[src/rtl/mmio_io_ctrl.sv]
// mmio_io_ctrl: memory-mapped I/O controller that sits between the CPU MEM
// stage and the board-facing signals. It decodes io bus loads and stores in
// the 0xFFxx window (io_addr is the low byte).
//
// Register map:
//   0x00  LED register; writable, reads {16'b0, led}
//   0x04  switch-entry ready flag (in_rdy); read-only
//   0x08  segment output ready (~seg_busy); read-only
//   0x0C  segment data; a write is accepted only when not busy
//   0x10  latched switches; a load here clears in_rdy
//   0x14  free-running 32-bit cycle counter
//   0x18  live synchronized switches
//
// Debounce FSM:
//   state  | meaning
//   S_LOW  | button settled released
//   S_RISE | saw a high sample, counting stable highs
//   S_HIGH | button settled pressed (the press pulse was emitted on entry)
//   S_FALL | saw a low sample, counting stable lows
//
// Ports:
//   clk, rst           system clock, synchronous active-low reset
//   io_addr/io_dout    CPU register offset and store data
//   io_we/io_rd        one-cycle store / load strobes
//   io_din             combinational load data
//   btn, sw            raw asynchronous button and switches
//   led                LED register
//   seg_data/seg_busy  segment value and hold-busy flag
module mmio_io_ctrl #(
  parameter int DEBOUNCE_CYCLES = 16,
  parameter int HOLD_CYCLES     = 8,
  parameter int SW_W            = 16
) (
  input  logic            clk,
  input  logic            rst,
  input  logic [7:0]      io_addr,
  input  logic [31:0]     io_dout,
  input  logic            io_we,
  input  logic            io_rd,
  output logic [31:0]     io_din,
  input  logic            btn,
  input  logic [SW_W-1:0] sw,
  output logic [15:0]     led,
  output logic [31:0]     seg_data,
  output logic            seg_busy
);

  localparam int DB_W   = $clog2(DEBOUNCE_CYCLES) + 1;
  localparam int HOLD_W = $clog2(HOLD_CYCLES) + 1;

  localparam logic [7:0] A_LED  = 8'h00;
  localparam logic [7:0] A_IRDY = 8'h04;
  localparam logic [7:0] A_ORDY = 8'h08;
  localparam logic [7:0] A_SEG  = 8'h0C;
  localparam logic [7:0] A_SWL  = 8'h10;
  localparam logic [7:0] A_CNT  = 8'h14;
  localparam logic [7:0] A_SWS  = 8'h18;

  typedef enum logic [1:0] {S_LOW, S_RISE, S_HIGH, S_FALL} db_state_t;

  db_state_t         state, state_nxt;
  logic [DB_W-1:0]   db_cnt, db_cnt_nxt;
  logic              press;
  logic              btn_m, btn_s;
  logic [SW_W-1:0]   sw_m, sw_s;
  logic [SW_W-1:0]   sw_latch;
  logic              in_rdy;
  logic [HOLD_W-1:0] hold_cnt;
  logic [31:0]       cycle_cnt;

  // Two-flop synchronizers; nothing downstream sees the raw pins.
  always_ff @(posedge clk) begin
    if (!rst) begin
      btn_m <= 1'b0;
      btn_s <= 1'b0;
      sw_m  <= '0;
      sw_s  <= '0;
    end else begin
      btn_m <= btn;
      btn_s <= btn_m;
      sw_m  <= sw;
      sw_s  <= sw_m;
    end
  end

  always_ff @(posedge clk) begin
    if (!rst) begin
      state  <= S_LOW;
      db_cnt <= '0;
    end else begin
      state  <= state_nxt;
      db_cnt <= db_cnt_nxt;
    end
  end

  always_comb begin
    state_nxt  = state;
    db_cnt_nxt = db_cnt;
    press      = 1'b0;
    unique case (state)
      S_LOW: if (btn_s) begin
        state_nxt  = S_RISE;
        db_cnt_nxt = '0;
      end
      S_RISE: begin
        if (!btn_s) begin
          state_nxt = S_LOW;
        end else if (db_cnt == DB_W'(DEBOUNCE_CYCLES - 1)) begin
          state_nxt = S_HIGH;
          press     = 1'b1;
        end else begin
          db_cnt_nxt = db_cnt + 1'b1;
        end
      end
      S_HIGH: if (!btn_s) begin
        state_nxt  = S_FALL;
        db_cnt_nxt = '0;
      end
      S_FALL: begin
        if (btn_s) begin
          state_nxt = S_HIGH;
        end else if (db_cnt == DB_W'(DEBOUNCE_CYCLES - 1)) begin
          state_nxt = S_LOW;
        end else begin
          db_cnt_nxt = db_cnt + 1'b1;
        end
      end
      default: state_nxt = S_LOW;
    endcase
  end

  always_ff @(posedge clk) begin
    if (!rst) begin
      led       <= '0;
      seg_data  <= '0;
      seg_busy  <= 1'b0;
      hold_cnt  <= '0;
      in_rdy    <= 1'b0;
      sw_latch  <= '0;
      cycle_cnt <= '0;
    end else begin
      cycle_cnt <= cycle_cnt + 32'd1;

      if (io_we && io_addr == A_LED) led <= io_dout[15:0];

      // A store while busy is dropped so the held value is never disturbed.
      if (seg_busy) begin
        hold_cnt <= hold_cnt + 1'b1;
        if (hold_cnt == HOLD_W'(HOLD_CYCLES - 1)) seg_busy <= 1'b0;
      end else if (io_we && io_addr == A_SEG) begin
        seg_data <= io_dout;
        seg_busy <= 1'b1;
        hold_cnt <= '0;
      end

      // A press in the same cycle as the consuming load wins: the new entry
      // must not be lost.
      if (press) begin
        sw_latch <= sw_s;
        in_rdy   <= 1'b1;
      end else if (io_rd && io_addr == A_SWL) begin
        in_rdy <= 1'b0;
      end
    end
  end

  always_comb begin
    io_din = '0;
    unique case (io_addr)
      A_LED:   io_din = {16'b0, led};
      A_IRDY:  io_din = {31'b0, in_rdy};
      A_ORDY:  io_din = {31'b0, ~seg_busy};
      A_SEG:   io_din = seg_data;
      A_SWL:   io_din = 32'(sw_latch);
      A_CNT:   io_din = cycle_cnt;
      A_SWS:   io_din = 32'(sw_s);
      default: io_din = '0;
    endcase
  end

endmodule

[config.mk]
export PLATFORM = sky130hd
export DESIGN_NAME = mmio_io_ctrl
export DESIGN_NICKNAME = d
export VERILOG_FILES = /design/src/rtl/mmio_io_ctrl.sv
export SDC_FILE = /design/constraint.sdc
export NUM_CORES = 1
export LEC_CHECK = 0
export CORE_MARGIN = 1
export CORE_UTILIZATION = 50
export CTS_CLUSTER_SIZE = 12
export DETAILED_ROUTE_END_ITERATION = 8
export PLACE_DENSITY = 0.81
export SKIP_CTS_REPAIR_TIMING = 1
export SYNTH_ARGS = -nofsm -noshare
export SYNTH_HDL_FRONTEND = slang
export SYNTH_SLANG_ARGS = --single-unit
[constraint.sdc]
create_clock -name clk -period 2.8 [get_ports clk]
set_clock_uncertainty 0.15 [all_clocks]
set_input_delay 0.28 -clock clk [delete_from_list [all_inputs] [get_ports clk]]
set_output_delay 0.28 -clock clk [all_outputs]
set_load 0.005 [all_outputs]
# Yosys cells after proc, flatten, opt, wreduce, memory -nomap -nowiden
# Index checks and enable logic that the tools add are counted.
# totals
reg_bits,143
input_bits,61
output_inout_bits,81
elab_cells,68
# classes
n_addsub,3
n_eq_ne,17
n_mux,24
bitwise_logic,1
reduce_logical,10
# ops
op,count
$pmux W32 S7,1
$add A32 B1 Y32 const B,1
$mux W5,5
$eq A8 B5 Y1 const B,3
$pmux W5 S4,1
$eq A8 B4 Y1 const B,2
$mux W2,6
$eq A8 B3 Y1 const B,1
$logic_not A8 Y1,1
$mux W1,8
$mux W4,2
$ne A2 B2 Y1 const B,4
$pmux W2 S4,1
$reduce_and A4 Y1,2
$ne A3 B3 Y1 const B,2
$add A5 B1 Y5 const B,1
$eq A5 B4 Y1 const B,1
$add A4 B1 Y4 const B,1
$eq A2 B2 Y1 const B,2
$eq A4 B3 Y1 const B,1
$reduce_bool A2 Y1,2
$logic_and A1 B1 Y1,3
$eq A2 B1 Y1 const B,1
$logic_not A2 Y1,1
other kinds (2),2

# Depth between registers and ports, before layout
# Gate-level depths: netlist of run 1.
# logic_depth
depth_word,5
mapped_depth,8
depth_no_buf,7

# Worst setup path after synthesis of run 1
# Ideal clock, no wire load.
# synth_timing
path_type,register to register
startpoint,reg cycle_cnt[0]
endpoint,reg cycle_cnt[20]
setup_time_ns,0.070
arrival_time_ns,2.046
required_ns,2.580
slack_ns,0.535
path_stages_with_launch,7
n_path_buf,1
period_less_slack_ns,2.265
path_cell_list,dfxtp_1 > ha_1 > nand4_1 > or4_4 > buf_2 > or4_1 > a21oi_1
# synth_via
elab_chain_len,1
# synth_rtl
item,line_no,source
"start, declared",69,logic [31:0] cycle_cnt;
"start signal, assigned",142,cycle_cnt <= cycle_cnt + 32'd1;
$add A32 B1 Y32,142,
# No other way between the ends.
# A chain may end at the register's enable or synchronous reset.

# Worst setup path after layout of run 1
# layout_timing
startpoint,reg seg_busy
endpoint,out io_din[0]
# layout_via
elab_chain_len,2
# layout_rtl
item,line_no,source
"start, declared",45,output logic seg_busy
"start signal, assigned",136,seg_busy <= 1'b0;
"start signal, assigned",149,if (hold_cnt == HOLD_W'(HOLD_CYCLES - 1)) seg_busy <= 1'b0;
"start signal, assigned",152,seg_busy <= 1'b1;
$not A1 Y1 (no line),--,
$pmux W32 S7,169,unique case (io_addr)
"end, declared",40,"output logic [31:0] io_din,"
# No other way between the ends.

==> flow_summary_export.csv, run 1 <==
group,metric,value,unit
sta,finalSetupViolCount,0,
power_and_ir_drop,switching_share,20.4,%
outcome,status,"complete, no violations",
logic_synthesis,yosys.area_share.xor_xnor,2.00,%
drt,dr.first_iter.drc_count,407,
logic_synthesis,synth_simple_gate_area_share,22.4,%
setup_path,r2r-end,"cycle_cnt[28]",
sta,worst_slew_pin_slew,0.613,ns
sta,max_freq,369,MHz
clocking,cts_tree,"built",
logic_synthesis,synth-seq-cells,143,
final_layout,final_cells,981,
placement,dpl.hpwl,12.4,mm
logic_synthesis,async_reset_ff_share,0,%
drt,via_per_inst,5.78,
setup_path,cp_slowest_cell,"clkdlybuf4s50_1",
setup_path,crit_required,2.37,ns
sta,slew_viol_final,0,
sta,period_share,96.8,%
logic_synthesis,netlist_area,0.00612,mm2
logic_synthesis,synth-main-ff-cell,"dfxtp_1",
logic_synthesis,synth_cell_types,57,
floorplanning,core_area,0.0120,mm2
setup_path,worstPathArrival,2.28,ns
final_layout,area_growth_syn_to_layout,40.4,%
placement,globalplace.congestion,0.920,
clocking,clkSinkCount,143,
power_and_ir_drop,power.internal,3.88,mW
floorplanning,die_h,113,um
worst_hold_path,hold_path_class,"reg2reg",
logic_synthesis,synthAdderAreaFrac,0.818,%
logic_synthesis,synth.yosys.seq_area_share,46.8,%
global_route,grt_first_pass_wirelength,27.9,mm
floorplanning,num_rows,40,
setup_path,start_kind,"flop",
global_route,grt_max_degree,53,
job,drv_cap,0,
setup_path,timing.reg2reg.setup_slack,0.31,ns
power_and_ir_drop,pwr-share-seq,42.6,%
drt,drcViolationCount,0,
setup_path,cp_max_fo,2,
clocking,cts_max_level,4,
setup_path,r2r_start,"cycle_cnt[0]",
floorplanning,die_w,113,um
final_layout,design_area,0.00859,mm2
setup_path,critPathCapture,"io_din[0]",
setup_path,critPathKind,"reg2out",
sta,max-slew-margin-rel,58.8,%
clocking,clockRootBuffer,"clkbuf_16",
logic_synthesis,synth_compound_area_share,15.0,%
floorplanning,start_util,51.1,%
logic_synthesis,syn_avg_cell_area,9.10,um2
logic_synthesis,synth_top_family_by_area,"simple AND/OR/NAND/NOR gates",
logic_synthesis,synthMuxAreaShare,9.00,%
global_route,antenna_found_initial,0,
drt,wl_per_cell,17.8,um
power_and_ir_drop,ir_drop,0.000475,V
drt,drt_pass1_iterations,6,
placement,placed_area,0.00784,mm2
sta,period_minus_slack,2.71,ns
clocking,cts_inserted_buffers,17,
drt,vias,5668,
logic_synthesis,syn_nets,737,
setup_path,endpoint_kind,"output port",
setup_path,r2r_cells,5,
final_layout,antenna_cells,0,
floorplanning,dieArea,0.0127,mm2
floorplanning,ios,142,
power_and_ir_drop,power.density,568,mW/mm2
placement,dp.cells,949,
drt,drt_wl_total,17.5,mm
setup_path,crit_chain,"or2_2, a21oi_2, o21ai_1, a2111oi_2, buf_4, clkdlybuf4s50_1",
setup_path,critical_path.max_stage_delay,0.49,ns
sta,hold_viol_final,0,
clocking,cts_buffer_depth,2,
global_route,overflow,0,
logic_synthesis,synth_edf_count,0,
power_and_ir_drop,switchingPower,0.995,mW
global_route,grt_pass1_vias,5549,
logic_synthesis,syn_inst,672,
power_and_ir_drop,comb_power_share,4.8,%
logic_synthesis,yosysWarnings,0,
final_layout,drive_above_1_share,12.2,%
clocking,clk_pin_slew_worst_paths,0.06,ns
drt,ant_nets,0,
placement,portBuffers,141,
power_and_ir_drop,p_leak,3.29,nW
power_and_ir_drop,pwr-share-clk,52.6,%
setup_path,crit_start,"seg_busy",
global_route,grtUsageTotal,28.3,%
clocking,insertion_delay,0.42,ns
final_layout,nets,886,
## through the flow
stage          setup slack (ns)  total power [mW]  setup TNS, ns  hold WS (ns)  util (%)
2_1_floorplan             0.535              2.21              0         0.257         -
3_5_place_dp            -0.0821              2.35          -1.34         0.267      65.5
3_3_place_gp            -0.0364              2.34         -0.531         0.265      65.5
5_1_grt                 -0.0162              5.02        -0.0472         0.280      71.8
6_report                 0.0892              4.88              0         0.280      71.8
4_1_cts                 -0.0967              4.90          -1.85         0.273      71.2
## layout by cell type (no fill, tap or decap), types with 16 or more instances in the layout
master / Yosys / final
and2_1: 40 / 40
nand2_1: 77 / 77
mux2i_1: 37 / 37
nor2_1: 49 / 49
o21ai_0: 21 / 19
a22o_1: 16 / 16
clkdlybuf4s50_1: 0 / 136
a21oi_1: 52 / 51
buf_4: 1 / 30
nand3_1: 26 / 26
clkbuf_16: 0 / 17
dfxtp_1: 143 / 142
## worst min-delay path by stage
stage | startpoint | end | slack, ns | cells after the start
floorplan | btn | btn_m | 0.26 | 1
global placement | btn_m | btn_s | 0.26 | 1
detailed placement | sw_m[5] | sw_s[5] | 0.27 | 1
CTS | sw[12] | sw_m[12] | 0.27 | 2
global route | sw[13] | sw_m[13] | 0.28 | 2
finish | sw_m[6] | sw_s[6] | 0.28 | 1
## state kept, by name, summed over array words and instances, names as in the netlist, 4 cells and up, named ones only
register,cells
seg_data,32
hold_cnt,4
db_cnt,5
sw_s,16
cycle_cnt,32
sw_m,16
sw_latch,16
led,16
## synthesized netlist by cell type, types with 4 or more instances
| cell type | count | share of area (%) |
|---|---|---|
| a21oi_1 | 52 | 4.3 |
| a22o_1 | 16 | 2.3 |
| a22oi_1 | 14 | 1.7 |
| a32oi_1 | 14 | 2.0 |
| and2_1 | 40 | 4.1 |
| and3_1 | 7 | 0.72 |
| buf_1 | 7 | 0.43 |
| buf_2 | 8 | 0.65 |
| clkbuf_1 | 28 | 1.7 |
| dfxtp_1 | 143 | 47 |
| ha_1 | 4 | 0.82 |
| inv_1 | 7 | 0.43 |
| mux2_2 | 14 | 2.6 |
| mux2i_1 | 37 | 6.1 |
| nand2_1 | 77 | 4.7 |
| nand2b_1 | 6 | 0.61 |
| nand3_1 | 26 | 2.1 |
| nand4_1 | 10 | 1.0 |
| nor2_1 | 49 | 3.0 |
| nor3_1 | 9 | 0.74 |
| o21ai_0 | 21 | 1.7 |
| o31ai_1 | 8 | 0.98 |
| or3_1 | 4 | 0.41 |
| or4_1 | 8 | 0.98 |
| xnor2_1 | 9 | 1.3 |
| xor2_1 | 5 | 0.72 |
## layer usage
metal  vias up  GRT usage, %  wire length [um]
li1       2697             -                 -
met1      2706          33.5              7200
met2       230          48.9              8690
met3        35          7.40              1170
met4         0          11.4               403
met5         -             0                 0
## worst max-delay path, delay by kind of cell (launching register included)
kind            cells  cell delay, ns
buf+inv             2            0.65
flops               1            0.33
compound gates      3            0.59
simple gates        1            0.29
## logic make-up (layout without fill, tap and decap cells)
group           count (synthesis)  in the layout
simple gates                  264            264
flops                         143            143
buf+inv                        55            217
mux                            52             52
compound gates                140            140
xor+xnor                       14             14
fa+ha+maj                       4              4
## power by group through the flow
stage | Sequential, mW | Clock [mW] | Combinational [mW]
after floorplan | 2.12 | 0 | 0.0944
after global placement | 2.12 | 0 | 0.219
after global routing | 2.08 | 2.69 | 0.249
final | 2.08 | 2.56 | 0.234
after detailed placement | 2.12 | 0 | 0.223
after CTS | 2.08 | 2.59 | 0.225
## area by class of cell
cell class	count	area [um2]
Fill cell	893	3380
Sequential cell	143	2860
Tap cell	147	184
Clock inverter	14	238
Timing Repair Buffer	177	1770
Multi-Input combinational cell	474	3060
Clock buffer	18	439
Inverter	8	30.0
Power figures use the tool's default switching activity.
==> run 2: changes to the inputs <==
==> constraint.sdc (replaced) <==
create_clock -name clk -period 2.8 [get_ports clk]
set_clock_uncertainty 0.15 [all_clocks]
set_input_delay 0.56 -clock clk [delete_from_list [all_inputs] [get_ports clk]]
set_output_delay 0.56 -clock clk [all_outputs]
set_load 0.005 [all_outputs]
==> flow_summary_export.csv, run 2 (synthesis gave the netlist of run 1 again) <==
group,metric,value,unit
setup_path,start_kind,"input port",
setup_path,crit_family,"buffers and inverters",
outcome,status,"complete, no violations",
floorplanning,die_h,113,um
job,drv_cap,0,
final_layout,register_area,0.00286,mm2
global_route,use_met1,33.6,%
global_route,use_met2,46.9,%
floorplanning,start_util,51.1,%
setup_path,endpoint_kind,"output port",
drt,vias,5897,
power_and_ir_drop,ir_drop,0.000402,V
setup_path,timing.reg2reg.setup_slack,0.25,ns
sta,finalSetupViolCount,0,
sta,max-slew-margin-rel,53.5,%
power_and_ir_drop,power.internal,3.40,mW
sta,period_share,99.1,%
global_route,antenna_found_initial,0,
drt,drt_wl_total,18.4,mm
power_and_ir_drop,switching_share,22.6,%
worst_hold_path,min_from,"sw_m[2]",
setup_path,critPathKind,"in2out",
sta,fin_tns_setup,0,ns
worst_hold_path,hold_path_class,"reg2reg",
power_and_ir_drop,p_total,4.40,mW
floorplanning,ios,142,
global_route,grt_most_used_layer,"met2",
final_layout,nets,903,
setup_path,critPathCapture,"io_din[10]",
global_route,grt_max_degree,53,
setup_path,critical_path.max_stage_delay,0.53,ns
sta,period_minus_slack,2.78,ns
drt,via_per_inst,5.91,
setup_path,critical_path_buf_inv_count,3,
power_and_ir_drop,power.density,505,mW/mm2
floorplanning,dieArea,0.0127,mm2
global_route,grt_first_pass_wirelength,27.8,mm
setup_path,r2r_cells,5,
final_layout,fill_cells,854,
placement,dpl.hpwl,12.4,mm
clocking,clkSinkCount,143,
sta,max_freq,360,MHz
final_layout,area_growth_syn_to_layout,42.4,%
drt,dr.first_iter.drc_count,435,
floorplanning,num_rows,40,
global_route,grt_use_met3,6.21,%
setup_path,r2r_start,"cycle_cnt[0]",
clocking,clk_pin_slew_worst_paths,0.06,ns
floorplanning,die_w,113,um
placement,portBuffers,141,
sta,worst_slew_pin_slew,0.692,ns
drt,drt_pass1_iterations,5,
clocking,cts_buffer_depth,2,
setup_path,cp_slowest_cell,"clkdlybuf4s50_1",
drt,drcViolationCount,0,
power_and_ir_drop,switchingPower,0.993,mW
setup_path,path_depth,6,
drt,wl_per_cell,18.4,um
power_and_ir_drop,p_leak,3.85,nW
final_layout,drive_above_1_share,15.2,%
setup_path,worstPathArrival,2.07,ns
final_layout,multi_input_area,0.00309,mm2
global_route,overflow,0,
final_layout,final_common_cell,"dfxtp_1",
drt,ant_nets,0,
placement,globalplace.congestion,0.897,
setup_path,r2r-end,"cycle_cnt[28]",
global_route,grt_pass1_vias,5556,
setup_path,cp_max_fo,9,
clocking,clockRootBuffer,"clkbuf_16",
power_and_ir_drop,pwr-share-seq,47.3,%
setup_path,crit_start,"io_addr[1]",
sta,rsz0062_at_grt,"no",
clocking,cts_max_level,4,
global_route,grtUsageTotal,28.0,%
clocking,cts_inserted_buffers,17,
final_layout,layout_common_cells,"dfxtp_1, clkdlybuf4s50_1, nand2_1",
final_layout,reg_top3,"cycle_cnt: 32 flops, seg_data: 32 flops",
clocking,cts_tree,"built",
setup_path,crit_required,2.09,ns
power_and_ir_drop,pwr-share-clk,47.2,%
power_and_ir_drop,comb_power_share,5.5,%
sta,slew_viol_final,0,
clocking,insertion_delay,0.42,ns
floorplanning,core_area,0.0120,mm2
final_layout,antenna_cells,0,
sta,hold_viol_final,0,
setup_path,crit_chain,"buf_2, nor4b_4, buf_6, a32oi_1, o22ai_1, clkdlybuf4s50_1",
[run 2: cell count changes in the layout (fill, tap and decap cells not counted), sizes merged]
cell / before / now
clkdlybuf4s50: 136 / 103
buf: 36 / 53
bufinv: 6 / 1
clkinv: 3 / 9
clkbuf: 18 / 24
dlymetal6s2s: 5 / 31
[run 2: per-stage QoR]
step                      utilization [%]  cells  hold WS (ns)  instance area (um2)  setup WS (ns)
after CTS                            70.2    981         0.281                 8400         -0.675
after floorplan                         -    672         0.262                 6120          0.110
after detailed placement             65.6    949         0.268                 7850         -0.622
after global placement               65.6    949         0.265                 7850         -0.590
final                                72.8    998         0.277                 8710         0.0243
after global routing                 72.8    998         0.289                 8710       0.000421
[run 2: cell type report]
cell class                      count  area share, %
Clock buffer                       17           4.89
Multi-Input combinational cell    474           35.4
Clock inverter                     15           1.39
Inverter                            8          0.345
Tap cell                          147           2.11
Timing Repair Buffer              194           22.9
Sequential cell                   143           32.9
[run 2: worst min-delay path by stage]
stage               end  slack (ns)  cells after the start
5_1_grt        sw_s[12]        0.29                      1
6_report        sw_s[2]        0.28                      1
2_1_floorplan     btn_s        0.26                      1
4_1_cts         sw_s[2]        0.28                      1
3_3_place_gp      btn_s        0.26                      1
3_5_place_dp   sw_s[12]        0.27                      1
[run 2: worst register-to-register path: stages, from the launching register on]
cell and delay [ns]:
dfxtp_1 0.48, ha_1 0.28, nand4_1 0.21, or4_4 0.67
or4_1 0.54, a21oi_1 0.16
[run 2: metal layers]
| metal | wire length [um] | vias to the layer above |
|---|---|---|
| met4 | 820 | 0 |
| met3 | 1490 | 65 |
| li1 | - | 2738 |
| met5 | 0 | - |
| met1 | 7000 | 2796 |
| met2 | 9060 | 298 |
[run 2: power groups by stage]
stage | registers (mW) | clock network (mW) | logic, mW
floorplan | 2.12 | 0 | 0.0944
global placement | 2.12 | 0 | 0.215
detailed placement | 2.12 | 0 | 0.220
CTS | 2.08 | 2.09 | 0.222
global route | 2.08 | 2.19 | 0.256
finish | 2.08 | 2.08 | 0.240
